### src/rtl/stream_mux_nx1_if.sv
// stream_mux_nx1_if: input channels, consumer handshake and control for stream_mux_nx1.
// The mux connects through the slave modport; producers and consumer use the master modport.
interface stream_mux_nx1_if #(
  parameter int N_CH  = 4,
  parameter int WIDTH = 8,
  parameter int SEL_W = $clog2(N_CH)
);
  logic                    mode;
  logic [SEL_W-1:0]        sel;
  logic [N_CH*WIDTH-1:0]   in_data;
  logic [N_CH-1:0]         in_valid;
  logic [N_CH-1:0]         in_last;
  logic [N_CH-1:0]         in_ready;
  logic [WIDTH-1:0]        out_data;
  logic                    out_valid;
  logic                    out_last;
  logic [SEL_W-1:0]        out_ch;
  logic                    out_ready;

  modport master (
    output mode, sel, in_data, in_valid, in_last, out_ready,
    input  in_ready, out_data, out_valid, out_last, out_ch
  );

  modport slave (
    input  mode, sel, in_data, in_valid, in_last, out_ready,
    output in_ready, out_data, out_valid, out_last, out_ch
  );
endinterface

### src/rtl/stream_mux_nx1.sv
// stream_mux_nx1: N-channel valid/ready stream mux, fixed-select or round-robin grant, one-entry output register.
// Define STREAM_MUX_LOCK_EN to keep a grant on one channel until it delivers a beat with in_last set.
module stream_mux_nx1 #(
  parameter int N_CH  = 4,
  parameter int WIDTH = 8,
  parameter int SEL_W = $clog2(N_CH)
) (
  input logic             clk,
  input logic             rst_n,
  stream_mux_nx1_if.slave bus
);
  localparam logic [SEL_W:0]   N_CH_L    = (SEL_W+1)'(N_CH);
  localparam logic [SEL_W-1:0] LAST_CH_L = SEL_W'(N_CH - 1);

  logic [WIDTH-1:0] out_data_r;
  logic             out_valid_r;
  logic             out_last_r;
  logic [SEL_W-1:0] out_ch_r;
  logic [SEL_W-1:0] last_grant_r;

  logic             load_ok_s;
  logic             rr_vld_s;
  logic [SEL_W-1:0] rr_ch_s;
  int               rr_dist_s;
  int               rr_best_s;
  logic             rr_hit_s;
  logic             cand_vld_s;
  logic [SEL_W-1:0] cand_s;
  logic [N_CH-1:0]  in_ready_s;
  logic             xfer_s;
  logic [WIDTH-1:0] sel_data_s;
  logic             sel_last_s;

`ifdef STREAM_MUX_LOCK_EN
  typedef enum logic {UNLOCKED = 1'b0, LOCKED = 1'b1} lock_state_t;
  lock_state_t      lock_state_r;
  logic [SEL_W-1:0] lock_ch_r;
`endif

  assign load_ok_s = !out_valid_r || bus.out_ready;

  // Round-robin pick: valid channel at the smallest circular distance above last_grant.
  always_comb begin
    rr_vld_s  = 1'b0;
    rr_ch_s   = '0;
    rr_best_s = N_CH;
    rr_dist_s = 0;
    rr_hit_s  = 1'b0;
    for (int j = 0; j < N_CH; j++) begin
      rr_dist_s = (j > int'(last_grant_r)) ? (j - int'(last_grant_r) - 1)
                                           : (j - int'(last_grant_r) - 1 + N_CH);
      rr_hit_s  = bus.in_valid[j] && (rr_dist_s < rr_best_s);
      rr_best_s = rr_hit_s ? rr_dist_s : rr_best_s;
      rr_ch_s   = rr_hit_s ? SEL_W'(j) : rr_ch_s;
      rr_vld_s  = rr_vld_s || rr_hit_s;
    end
  end

  // Candidate channel; a held lock overrides both modes, and an out-of-range sel grants nobody.
  always_comb begin
    cand_s     = '0;
    cand_vld_s = 1'b0;
`ifdef STREAM_MUX_LOCK_EN
    if (lock_state_r == LOCKED) begin
      cand_s     = lock_ch_r;
      cand_vld_s = 1'b1;
    end else
`endif
    if (bus.mode) begin
      cand_s     = rr_ch_s;
      cand_vld_s = rr_vld_s;
    end else begin
      cand_s     = bus.sel;
      cand_vld_s = ({1'b0, bus.sel} < N_CH_L);
    end
  end

  // One-hot ready plus the beat offered by the granted channel.
  always_comb begin
    in_ready_s = '0;
    xfer_s     = 1'b0;
    sel_data_s = '0;
    sel_last_s = 1'b0;
    for (int i = 0; i < N_CH; i++) begin
      in_ready_s[i] = load_ok_s && cand_vld_s && (cand_s == SEL_W'(i));
      xfer_s        = xfer_s || (in_ready_s[i] && bus.in_valid[i]);
      sel_data_s    = in_ready_s[i] ? bus.in_data[i*WIDTH +: WIDTH] : sel_data_s;
      sel_last_s    = in_ready_s[i] ? bus.in_last[i] : sel_last_s;
    end
  end

  // Output register, grant pointer and packet-lock state.
  always_ff @(posedge clk or negedge rst_n) begin
    if (!rst_n) begin
      out_data_r   <= '0;
      out_valid_r  <= 1'b0;
      out_last_r   <= 1'b0;
      out_ch_r     <= '0;
      last_grant_r <= LAST_CH_L;
`ifdef STREAM_MUX_LOCK_EN
      lock_state_r <= UNLOCKED;
      lock_ch_r    <= '0;
`endif
    end else begin
      if (load_ok_s) begin
        out_valid_r <= xfer_s;
        if (xfer_s) begin
          out_data_r <= sel_data_s;
          out_last_r <= sel_last_s;
          out_ch_r   <= cand_s;
        end
      end
      if (xfer_s) begin
`ifdef STREAM_MUX_LOCK_EN
        // The pointer only moves when the grant is released, so a locked packet keeps its turn.
        case (lock_state_r)
          UNLOCKED: begin
            if (!sel_last_s) begin
              lock_state_r <= LOCKED;
              lock_ch_r    <= cand_s;
            end else begin
              last_grant_r <= cand_s;
            end
          end
          LOCKED: begin
            if (sel_last_s) begin
              lock_state_r <= UNLOCKED;
              last_grant_r <= cand_s;
            end
          end
          default: lock_state_r <= UNLOCKED;
        endcase
`else
        last_grant_r <= cand_s;
`endif
      end
    end
  end

  assign bus.in_ready  = in_ready_s;
  assign bus.out_data  = out_data_r;
  assign bus.out_valid = out_valid_r;
  assign bus.out_last  = out_last_r;
  assign bus.out_ch    = out_ch_r;

endmodule

### src/flat_wrapper.sv
// flat-port wrapper written by rule: the top's interface ports become plain ports
module stream_mux_nx1_flat 
#(
  parameter int N_CH  = 4,
  parameter int WIDTH = 8,
  parameter int SEL_W = $clog2(N_CH)
)
  (clk, rst_n, bus_mode, bus_sel, bus_in_data, bus_in_valid, bus_in_last, bus_out_ready, bus_in_ready, bus_out_data, bus_out_valid, bus_out_last, bus_out_ch);
  stream_mux_nx1_if #(.N_CH(N_CH), .WIDTH(WIDTH), .SEL_W(SEL_W)) bus_i ();
  input logic clk;
  input logic rst_n;
  input wire logic [$bits(bus_i.mode)-1:0] bus_mode;
  input wire logic [$bits(bus_i.sel)-1:0] bus_sel;
  input wire logic [$bits(bus_i.in_data)-1:0] bus_in_data;
  input wire logic [$bits(bus_i.in_valid)-1:0] bus_in_valid;
  input wire logic [$bits(bus_i.in_last)-1:0] bus_in_last;
  input wire logic [$bits(bus_i.out_ready)-1:0] bus_out_ready;
  output wire logic [$bits(bus_i.in_ready)-1:0] bus_in_ready;
  output wire logic [$bits(bus_i.out_data)-1:0] bus_out_data;
  output wire logic [$bits(bus_i.out_valid)-1:0] bus_out_valid;
  output wire logic [$bits(bus_i.out_last)-1:0] bus_out_last;
  output wire logic [$bits(bus_i.out_ch)-1:0] bus_out_ch;
  assign bus_i.mode = bus_mode;
  assign bus_i.sel = bus_sel;
  assign bus_i.in_data = bus_in_data;
  assign bus_i.in_valid = bus_in_valid;
  assign bus_i.in_last = bus_in_last;
  assign bus_i.out_ready = bus_out_ready;
  assign bus_in_ready = bus_i.in_ready;
  assign bus_out_data = bus_i.out_data;
  assign bus_out_valid = bus_i.out_valid;
  assign bus_out_last = bus_i.out_last;
  assign bus_out_ch = bus_i.out_ch;
  stream_mux_nx1 #(.N_CH(N_CH), .WIDTH(WIDTH), .SEL_W(SEL_W)) u_core (.clk(clk), .rst_n(rst_n), .bus(bus_i));
endmodule
### config.mk
export PLATFORM = sky130hd
export DESIGN_NAME = stream_mux_nx1_flat
export DESIGN_NICKNAME = d
export VERILOG_FILES = /design/src/rtl/stream_mux_nx1_if.sv /design/src/rtl/stream_mux_nx1.sv /design/src/flat_wrapper.sv
export SDC_FILE = /design/constraint.sdc
export NUM_CORES = 1
export LEC_CHECK = 0
export ABC_AREA = 1
export BUFFER_PORTS_ARGS = -buffer_cell sky130_fd_sc_hd__buf_2
export CELL_PAD_IN_SITES_DETAIL_PLACEMENT = 0
export CELL_PAD_IN_SITES_GLOBAL_PLACEMENT = 2
export CORE_MARGIN = 10
export CORE_UTILIZATION = 33
export DETAILED_ROUTE_END_ITERATION = 7
export PLACE_DENSITY = 0.91
export SYNTH_ARGS = -nofsm -noshare
export SYNTH_HDL_FRONTEND = slang
export SYNTH_SLANG_ARGS = --single-unit
### constraint.sdc
create_clock -name clk -period 20.5 [get_ports clk]
set_input_delay 0 -clock clk [delete_from_list [all_inputs] [get_ports clk]]
set_output_delay 0 -clock clk [all_outputs]
set_load 0.1 [all_outputs]
==> results by stage <==
Global routing:
- The number of global-route vias before repair is between 2000 and 3000.
- The fraction of met3 tracks used by global routing is under 10%.
- The remaining global-route overflow is 0.
- The met2 routing resource usage after global routing is around a fifth.
- The wire length of the first global-routing pass is around 14000 microns.
- The overall global routing resource usage is between 10% and 20%.
- Entering global routing, the biggest net connects 20 pins.
- The initial antenna violation count was 0.
- The layer with the highest usage is met2.
- The met1 track demand over resource in global routing is roughly 17%.

Clocking:
- The number of buffers inserted during clock tree synthesis is 3.
- The buffer levels on the longest clock path is 2.
- The clock tree from TritonCTS is done.
- After clock tree synthesis, the clock-pin slew on the worst setup and hold paths is ~0.060 ns.
- In this run, post-CTS repair resized a total of 0 instances.
- The hold buffer count at cts is 1.
- The count of clock tree sinks is 14.
- The CTS H-tree depth is 1.
- The root cell of the clock tree is sky130_fd_sc_hd__clkbuf_8.
- The later-pin clock latency in the skew report is about 0.24 ns.
- The number of buffers inserted by post-CTS setup repair is 0.

Worst setup path:
- For this run, the slowest stage of the critical path takes just over 0.6 ns.
- The dominant cell type by count on the critical path is sky130_fd_sc_hd__nand2_1.
- The worst setup path is launched from a register.
- The slowest stage of the critical path is the sky130_fd_sc_hd__nor2_1 cell.
- The critical path required time is 20.69 ns.
- The kind of critical path is reg -> reg.
- Of all nets on the critical path, the largest fanout is 16.
- The endpoint arrival time on the critical path is just under 9 ns.
- The element type at the critical path end is a register.

Synth:
- Counting flops and latches in the post-synthesis netlist gives 14.
- After synthesis, the cell types taking the most area are sky130_fd_sc_hd__ha_1, sky130_fd_sc_hd__nand2_1, sky130_fd_sc_hd__dfrtp_1.
- The top cell type by total area after synthesis is sky130_fd_sc_hd__ha_1.
- After synthesis, flip-flops and latches occupy roughly an eighth of the total area.
- Yosys printed 0 warnings.
- The netlist area before placement is around 3000 sq um.
- Yosys mapped a number of flops with a built-in enable equal to 0.
- The per-instance average area after synthesis is about 6.6 sq um.
- Counting distinct cell types in the post-synthesis netlist gives 36.
- The area share of the largest cell type after synthesis is 32.33%.
- After technology mapping, the gate count stands at between 400 and 500.
- The dominant register cell in the synthesized netlist is sky130_fd_sc_hd__dfrtp_1.
- Counting flops with an async set or reset pin after synthesis yields a share of 100.0%.

Floorplanning:
- The floorplan step defined a core boundary enclosing roughly 8800 sq um.
- The I/O pin total is between 60 and 70.
- The number of core rows is 34.
- The die extent in x is 115.0 microns.
- Once the floorplan was initialized, standard cells occupied roughly a third of the core.
- In this run the vertical extent of the chip is ~120 microns.
- The die covers around 13000 sq um.

Layout:
- The area of the multi-input gates is 2547 sq um.
- The number of filler cells placed in the layout is 993.
- Compared with the post-synthesis result, the final layout area differs by 19.69%.
- In the layout the commonest cells are sky130_fd_sc_hd__nand2_1, sky130_fd_sc_hd__ha_1, sky130_fd_sc_hd__buf_2.
- 0 antenna diodes ended up in the layout.
- Cells fill approximately two fifths of the core in the end.
- The share of layout cells above drive strength 1 is approximately 15%.
- The library cell used most frequently in the layout, excluding fill and tap cells, is sky130_fd_sc_hd__nand2_1.
- The footprint of the flip-flops and latches is 352.8 sq um.
- The number of nets in the layout is between 600 and 700.

Routing:
- The detail route stage leaves a number of antenna-violating nets equal to 0.
- The count of vias placed by the detailed router is ~3100.
- Before antenna repair, the detailed router went through 4 iterations.
- For this run, design rule violations remaining after detail routing come to 0.
- In the final routed layout, each cell accounts on average for between 10 and 15 microns.
- In this run, the number of DRC markers left after iteration 0 of detailed routing was 92.
- The post-detailed-route via-to-cell ratio is between 4 and 5.
- The overall routed net length is between 8000 and 9000 microns.

STA:
- Headroom to the max-slew limit came out at between 40 and 50%.
- Setup total negative slack on the finished layout was measured at 0 ns.
- The final max-slew violation count is 0.
- The clock period could shrink to about 8.6 ns.
- The total count of hold-check failures in the final report came to 0.
- The portion of the clock cycle consumed by the worst path in the final layout is between 40% and 50%.
- Setup repair after global routing left no endpoint under its margin.
- The clock skew after layout is 0.005170 ns.
- The number of setup violations in the final report is 0.
- The maximum clock frequency is 0.1157 GHz.
- At the pin with the least slew margin, the transition time is ~0.80 ns.

Min path:
- The tightest min-delay check is of the in -> reg type.

Run status:
- The run finished with clean final reports.

Place:
- The routability-driven placement congestion ratio is around 0.84.
- The final HPWL from detailed placement is between 7000 and 8000 microns.
- The count of buffers inserted at the top-level ports is just over 60.

Job:
- Across the run, the number of max-cap violations was 0.
==> flip-flops by register name, summed over array words and instances, names as in the netlist <==
register and count:
u_core.bus.out_ch 2, u_core.bus.out_last 1, u_core.last_grant_r 2, u_core.bus.out_data 8, u_core.bus.out_valid 1
==> path summary, 6_finish.rpt <==
path	start	end	slack [ns]	depth (start not counted)
worst min register to register	u_core.bus.out_last$_DFFE_PN0P_	u_core.bus.out_last$_DFFE_PN0P_	0.51	2
max in group asynchronous	rst_n	u_core.last_grant_r[1]$_DFFE_PN1P_	20.03	2
worst max-delay path	u_core.last_grant_r[0]$_DFFE_PN1P_	u_core.last_grant_r[1]$_DFFE_PN1P_	11.86	47
worst min-delay path	bus_in_data[14]	u_core.bus.out_data[6]$_DFFE_PN0P_	0.09	5
worst max register to register	u_core.last_grant_r[0]$_DFFE_PN1P_	u_core.last_grant_r[1]$_DFFE_PN1P_	11.86	47
min in group asynchronous	rst_n	u_core.bus.out_data[0]$_DFFE_PN0P_	0.18	2
==> final cells by class <==
class,count,share of cell area (%)
Inverter,41,4.314
Sequential cell,14,9.891
Multi-Input combinational cell,420,71.41
Clock buffer,4,1.543
Timing Repair Buffer,63,9.049
Tap cell,108,3.788
==> synthesized netlist by cell type (all sizes together), types with 5 or more instances <==
| library cell | count |
|---|---|
| dfrtp | 12 |
| nand2 | 142 |
| nand4 | 15 |
| o21ai | 14 |
| a21oi | 29 |
| buf | 6 |
| nor3 | 7 |
| nor2 | 44 |
| a211oi | 5 |
| nand3 | 36 |
| inv | 40 |
| ha | 77 |
==> through the flow <==
step	std cells	area, sq um	worst slack (ns)	hold slack [ns]
global route	650	3567	10.72	0.1230
CTS	650	3567	11.84	0.08786
finish	650	3567	11.86	0.08797
global placement	645	3502	12.06	-0.09451
detailed placement	645	3502	11.89	-0.09079
floorplan	484	3104	13.68	-0.2956
==> logic make-up (layout without fill, tap and decap cells) <==
logic type / after synthesis / count (layout) / synth area share, %
buffers and inverters: 50 / 108 / 6.843
xor gates and xnor gates: 1 / 1 / 0.2939
other: 2 / 35 / 0.2520
adders and majority gates: 79 / 79 / 33.67
DFF: 14 / 14 / 11.84
AOI/OAI and AO/OA: 60 / 60 / 11.84
and+or+nand+nor: 245 / 245 / 35.26
==> per-layer routing <==
metal,part of all wire (%),up-vias
met2,45,47
met1,51,1341
met4,0.40,0
li1,-,1682
met5,0,-
met3,4.2,2
==> critical path, delay by kind of cell (launching register included) <==
kind	cells	cell delay, ns
compound gates	4	1.03
fa+ha+maj	5	1.33
buf+inv	5	0.64
flops	1	0.60
simple gates	33	4.98
Power is left out: the tool's default activity adds up to more than one toggle a clock period on the data nets, which glitch-free logic cannot reach.
